`config.mk`:
```
export PLATFORM = sky130hd
export DESIGN_NAME = trap_controller
export DESIGN_NICKNAME = d
export VERILOG_FILES = /design/src/rtl/trap_controller.sv
export SDC_FILE = /design/constraint.sdc
export NUM_CORES = 1
export LEC_CHECK = 0
export ABC_AREA = 0
export CAP_MARGIN = 40
export CORE_MARGIN = 3
export CORE_UTILIZATION = 30
export DETAILED_ROUTE_END_ITERATION = 16
export DONT_BUFFER_PORTS = 1
export GPL_ROUTABILITY_DRIVEN = 0
export PLACE_DENSITY = 0.46
export SYNTH_ARGS = -nofsm -noshare
export SYNTH_HDL_FRONTEND = slang
export SYNTH_SLANG_ARGS = --single-unit
```
`constraint.sdc`:
```
create_clock -name clk -period 4.1 [get_ports clk]
set_clock_uncertainty 0.05 [all_clocks]
set_input_delay 0.41 -clock clk [delete_from_list [all_inputs] [get_ports clk]]
set_output_delay 0.41 -clock clk [all_outputs]
set_load 0.03 [all_outputs]
```
`src/rtl/trap_controller.sv`:
```
// Machine-mode trap controller: enable/priority arbitration, request/ack handshake, CAUSE/EPC/VEC registers.
// Optional build macro TRAP_CTRL_VECTORED_EN selects vectored trap_vector (VEC + 4*CAUSE[4:0]).
module trap_controller #(
    parameter logic [31:0] BASE_ADDR = 32'hFFFF0010,
    parameter logic [31:0] RESET_VEC = 32'h00000100
) (
    input  logic        clk,
    input  logic        rst,
    input  logic [31:0] address,
    input  logic [31:0] write_data,
    input  logic        write_enable,
    output logic [31:0] read_data,
    output logic        hit,
    input  logic        timer_irq,
    input  logic        ext_irq,
    output logic        irq_req,
    input  logic        irq_ack,
    input  logic [31:0] pc_in,
    input  logic        mret,
    output logic [31:0] trap_vector,
    output logic [31:0] epc_out
);

    localparam logic [31:0] CAUSE_EXT = 32'h8000000B;
    localparam logic [31:0] CAUSE_SW  = 32'h80000003;
    localparam logic [31:0] CAUSE_TMR = 32'h80000007;

    typedef enum logic [1:0] {
        ST_IDLE    = 2'd0,
        ST_REQ     = 2'd1,
        ST_SERVICE = 2'd2
    } state_t;

    state_t      state_q, state_d;
    logic [31:0] cand_q, cand_d;
    logic [2:0]  ie_q;
    logic        msip_q;
    logic [31:0] cause_q;
    logic [31:0] epc_q;
    logic [31:0] vec_q;
    logic [1:0]  ext_sync_q;

    logic [31:0] offset_s;
    logic        hit_s;
    logic        wr_s;
    logic [2:0]  ip_s;
    logic [2:0]  pend_s;
    logic [31:0] best_cause_s;
    logic        accept_s;

    // Addresses below BASE_ADDR wrap to a large offset and therefore miss.
    assign offset_s = address - BASE_ADDR;
    assign hit_s    = (offset_s <= 32'h00000014) && (offset_s[1:0] == 2'b00);
    assign wr_s     = write_enable && hit_s;
    assign hit      = hit_s;

    assign ip_s     = {ext_sync_q[1], msip_q, timer_irq};
    assign pend_s   = ip_s & ie_q;
    assign accept_s = (state_q == ST_REQ) && irq_ack;
    assign irq_req  = (state_q == ST_REQ);
    assign epc_out  = epc_q;

`ifdef TRAP_CTRL_VECTORED_EN
    assign trap_vector = vec_q + {25'd0, cause_q[4:0], 2'b00};
`else
    assign trap_vector = vec_q;
`endif

    // Fixed priority selection ext > sw > tmr.
    always_comb begin
        best_cause_s = 32'd0;
        if (pend_s[2]) begin
            best_cause_s = CAUSE_EXT;
        end else if (pend_s[1]) begin
            best_cause_s = CAUSE_SW;
        end else if (pend_s[0]) begin
            best_cause_s = CAUSE_TMR;
        end else begin
            best_cause_s = 32'd0;
        end
    end

    // Next-state and candidate-cause logic; ack takes precedence over withdrawal.
    always_comb begin
        state_d = state_q;
        cand_d  = cand_q;
        case (state_q)
            ST_IDLE: begin
                if (pend_s != 3'b000) begin
                    state_d = ST_REQ;
                    cand_d  = best_cause_s;
                end else begin
                    state_d = ST_IDLE;
                end
            end
            ST_REQ: begin
                if (irq_ack) begin
                    state_d = ST_SERVICE;
                end else if (pend_s == 3'b000) begin
                    state_d = ST_IDLE;
                end else begin
                    cand_d  = best_cause_s;
                end
            end
            ST_SERVICE: begin
                if (mret) begin
                    state_d = ST_IDLE;
                end else begin
                    state_d = ST_SERVICE;
                end
            end
            default: begin
                state_d = ST_IDLE;
            end
        endcase
    end

    // FSM state and candidate cause registers.
    always_ff @(posedge clk or posedge rst) begin
        if (rst) begin
            state_q <= ST_IDLE;
            cand_q  <= 32'd0;
        end else begin
            state_q <= state_d;
            cand_q  <= cand_d;
        end
    end

    // Bus-writable registers, trap latches and ext_irq synchronizer.
    always_ff @(posedge clk or posedge rst) begin
        if (rst) begin
            ie_q       <= 3'b000;
            msip_q     <= 1'b0;
            cause_q    <= 32'd0;
            epc_q      <= 32'd0;
            vec_q      <= RESET_VEC;
            ext_sync_q <= 2'b00;
        end else begin
            ext_sync_q <= {ext_sync_q[0], ext_irq};
            if (wr_s) begin
                case (offset_s[4:2])
                    3'd0:    ie_q   <= write_data[2:0];
                    3'd2:    msip_q <= write_data[0];
                    3'd4:    if (!accept_s) epc_q <= write_data;
                    3'd5:    vec_q  <= {write_data[31:2], 2'b00};
                    default: ;
                endcase
            end
            // The hardware latch overrides a coincident bus write to EPC.
            if (accept_s) begin
                cause_q <= cand_q;
                epc_q   <= pc_in;
            end
        end
    end

    // Combinational register read; unmapped or missed addresses return 0.
    always_comb begin
        read_data = 32'd0;
        if (hit_s) begin
            case (offset_s[4:2])
                3'd0:    read_data = {29'd0, ie_q};
                3'd1:    read_data = {29'd0, ip_s};
                3'd2:    read_data = {31'd0, msip_q};
                3'd3:    read_data = cause_q;
                3'd4:    read_data = epc_q;
                3'd5:    read_data = vec_q;
                default: read_data = 32'd0;
            endcase
        end else begin
            read_data = 32'd0;
        end
    end

endmodule
```
# == Word level (Yosys, flattened, before mapping) ==
# Index checks and enable logic that the tools add are counted.
# op_classes
n_addsub,1
order_cmp,1
eq_ne,11
n_mux,17
bitwise_logic,1
n_reduce_logical,16
# ops
cell,count
$mux W32,10
$pmux W32 S6,1
$pmux W32 S2,1
$le A32 B5 Y1 const B,1
$sub A32 B32 Y32 const B,1
$reduce_and A2 Y1,4
$eq A3 B2 Y1 const B,2
$eq A3 B3 Y1 const B,2
$logic_not A3 Y1,2
$mux W2,3
$ne A2 B2 Y1 const B,3
$pmux W2 S3,1
$reduce_bool A2 Y1,3
$logic_not A2 Y1,2
$reduce_and A4 Y1,1
$and A3 B3 Y3,1
$eq A3 B1 Y1 const B,1
$logic_and A1 B1 Y1,3
$ne A3 B1 Y1 const B,1
$reduce_bool A3 Y1,1
$eq A2 B1 Y1 const B,1
$eq A2 B2 Y1 const B,1
$mux W1,1
# totals
regBits,134
out_inout_bits,98
word_cells,55

# == Logic depth before layout (Yosys ltp) ==
# Gate-level depths: netlist (run 1).
# depth
ltp_word,7
depth_mapped,13
ltp_nobuf,9

# == Worst setup path after synthesis (run 1) ==
# No wires, ideal clock.
# synth_path
path_kind,input -> output
from,input address[12]
to,output read_data[10]
arrival_time_ns,3.498
setup_slack_ns,0.142
cell_stages,10
path_buffers,3
cell_sequence,or4_4 or4_4 nand2_1 mux2_2 or4_1 buf_2 or2_1 buf_2 buf_6 nor2_1
# synth_via
elab_chain_cells,4
# synth_lines
element,line,text
start: declaration,9,"input logic [31:0] address,"
$sub A32 B32 Y32,52,assign offset_s = address - BASE_ADDR;
$le A32 B5 Y1,53,assign hit_s = (offset_s <= 32'h00000014) && (offset_s[1:0] == 2'b00);
$logic_and A1 B1 Y1,53,
$mux W32,160,if (hit_s) begin
end: declaration,12,"output logic [31:0] read_data,"
# No other way between the ends.

# == Worst setup path after layout (run 1) ==
# layout_path
from,input address[12]
to,output read_data[13]
# Same word-level chain as after synthesis.

==> results.json, run 1 <==
{
  "status": "finished, final reports clean",
  "numPortBuffers": 0,
  "min_path_type": "in -> reg",
  "relSlewSlack_pct": 46.7,
  "cts.clk_slew.worst_paths_ns": 0.06,
  "fp-row-count": 45,
  "rr_worst_depth": 5,
  "hold_viol_final": 0,
  "tns_ns": 0,
  "max_freq_ghz": 0.261,
  "rsz0062_at_grt": "no",
  "synth_xor_area_share_pct": 0.185,
  "grt_overflow": 0,
  "p_leak_nw": 2.22,
  "drv_slew": 0,
  "drc": 0,
  "yosysUniqueCellTypes": 59,
  "hpwl_microns": 11200,
  "hold_depth": 0,
  "antenna_found_initial": 0,
  "r2r-end": "epc_out[31]",
  "worst_pin_slew_ns": 0.797,
  "r2r_slack_ns": 1.66,
  "routedWlPerCell_microns": 22.2,
  "holdPathEnd": "ext_sync_q[0]",
  "yosys.area_share.simple_pct": 17.4,
  "drt_iter0_drc": 324,
  "setup_violations": 0,
  "synth_top_family_by_area": "compound AO/OA/AOI/OAI gates",
  "worst_slack_ns": 0.275,
  "ys_ff_latch": 76,
  "crit_path_end_kind": "output port",
  "drv_cap": 0,
  "final_cell_mix": "dfrtp_1 (75), buf_4 (50), nor2_1 (40), nand4_1 (36)",
  "grt_pass1_vias": 4223,
  "ios": 201,
  "grt_pass1_wl_microns": 24800,
  "synth_compound_area_share_pct": 25.7,
  "cts_buffers": 9,
  "synth_ff_type": "dfrtp_1",
  "htree_num_levels": 3,
  "worstPathRequired_ns": 3.64,
  "ys_seq_area_share_pct": 40.2,
  "ant_nets": 0,
  "cts_tree": "yes",
  "fin_crit_ns": 3.82,
  "synth-edff-count": 0,
  "grt.total_usage_pct": 17.8,
  "clk_path_buf_depth": 2,
  "worstPathArrival_ns": 3.36,
  "r2r_start": "state_q[0]",
  "postSynthAreaPerCell_sq_um": 9.76,
  "die_h_microns": 132,
  "place_ws_ns": 0.281,
  "wl_microns": 15900,
  "crit_type": "in -> out",
  "p_per_area_nw_per_um2": 290,
  "finalCritPeriodShare_pct": 93.3,
  "start_kind": "primary input",
  "cts_setup_buffers": 0,
  "drive_gt1_share_pct": 22.7,
  "core_sq_um": 15300,
  "grt_max_degree": 61,
  "vias": 4201,
  "synth.area.mux_share_pct": 10.2,
  "start_util_pct": 30.9,
  "final_nets": 607,
  "die_area_sq_um": 17300,
  "root_buffer": "clkbuf_16",
  "die_w_microns": 132,
  "p_total_mw": 1.59,
  "hp-start": "ext_irq",
  "yosysWarningCount": 0,
  "diodes": 0,
  "firstDrtPassIters": 7,
  "syn_to_final_growth_pct": 15.8,
  "synth_fa_ha_area_share_pct": 0.529,
  "syn_area_sq_um": 4730,
  "insertion_delay_ns": 0.34,
  "cts.sinks": 76,
  "synthArstFlopShare_pct": 100,
  "peakVddDrop_mv": 0.159,
  "synthCells": 485,
  "crit_path_max_fanout": 14,
  "layout_commonest_cell": "dfrtp_1",
  "post_drt_via_cell_ratio": 5.85
}
-- through the flow --
stage | instance area, sq um | util, % | cells | hold WS [ns]
5_1_grt | 5480 | 35.8 | 718 | 0.0290
3_5_place_dp | 5190 | 33.9 | 701 | 0.285
3_3_place_gp | 5170 | 33.8 | 700 | 0.284
6_report | 5480 | 35.8 | 718 | 0.0432
2_1_floorplan | 4740 | - | 486 | 0.281
4_1_cts | 5480 | 35.8 | 718 | 0.0279
-- flip-flops by register name, summed over array words and instances, names as in the netlist --
register / flops
msip_q: 1
cause_q: 3
ext_sync_q: 2
cand_q: 3
epc_out: 32
ie_q: 3
trap_vector: 30
state_q: 2
-- layer usage --
metal | vias up | global-route usage, % | part of all wire (%)
li1 | 1897 | - | -
met4 | 0 | 6.77 | 1.9
met1 | 2106 | 21.7 | 41
met2 | 175 | 30.1 | 50
met5 | - | 0 | 0
met3 | 23 | 4.71 | 7.2
-- cell usage after synthesis, types with 8 or more instances --
cell | n | area [sq um]
dfrtp_1 | 75 | 1880
nor2_1 | 40 | 150
nand4_1 | 36 | 225
a21boi_0 | 33 | 248
o31ai_1 | 33 | 248
mux2_2 | 32 | 360
o22a_1 | 32 | 280
clkbuf_1 | 30 | 113
a22oi_1 | 27 | 203
nand2_1 | 16 | 60.1
nand3_1 | 10 | 50.1
a21oi_1 | 8 | 40.0
buf_2 | 8 | 40.0
mux2_1 | 8 | 90.1
-- area by class of cell --
class                           count  area (sq um)
Multi-Input combinational cell    355          2580
Sequential cell                    76          1900
Clock inverter                      3          21.3
Clock buffer                       13           260
Tap cell                          211           264
Fill cell                        1574          9830
Timing Repair Buffer               53           425
Inverter                            7          27.5
-- kinds of logic after synthesis --
family,count (synthesis)
multiplexers,42
XOR/XNOR,1
buffers and inverters,55
adder cells (fa/ha/maj),2
flip-flops,76
AND/OR/NAND/NOR,149
AO/OA/AOI/OAI,159
other,1
-- how the worst max path moves through the flow --
stage / from / endpoint / slack [ns] / cells after the start
2_1_floorplan: address[12] / read_data[10] / 0.14 / 10
3_3_place_gp: address[12] / read_data[13] / 0.30 / 9
3_5_place_dp: address[12] / read_data[13] / 0.28 / 9
4_1_cts: address[12] / read_data[13] / 0.27 / 9
5_1_grt: address[6] / read_data[13] / 0.18 / 9
6_report: address[12] / read_data[13] / 0.28 / 9
-- where the power goes --
| group | internal [mW] | switching (mW) | leakage [nW] |
|---|---|---|---|
| Combinational | 0.0250 | 0.0574 | 1.04 |
| Sequential | 0.751 | 0.000670 | 1.05 |
| Clock | 0.443 | 0.310 | 0.136 |
| Total | 1.22 | 0.368 | 2.22 |
-- timing repair --
| item | in CTS | in global routing |
|---|---|---|
| endpoints found under the hold margin | 26 | 0 |
| gates resized for setup | 0 | 0 |
| hold buffers | 1 | 0 |
-- worst max-delay path: stages --
cell,delay (ns)
or4_4,0.54
or4_4,0.57
nand2_1,0.10
mux2_2,0.35
or4_1,0.57
or2_1,0.27
buf_4,0.20
nor2_1,0.15
buf_4,0.18
No activity file was read; power rests on OpenSTA's default activity.
==> run 2, diff against run 1 <==
--- a/config.mk
+++ b/config.mk
@@ -13,6 +13,7 @@
 export DONT_BUFFER_PORTS = 1
 export GPL_ROUTABILITY_DRIVEN = 0
 export PLACE_DENSITY = 0.46
+export SKIP_LAST_GASP = 1
 export SYNTH_ARGS = -nofsm -noshare
 export SYNTH_HDL_FRONTEND = slang
 export SYNTH_SLANG_ARGS = --single-unit
==> results of run 2 <==
The final DEF is identical to that of run 1; final timing and power are the same.
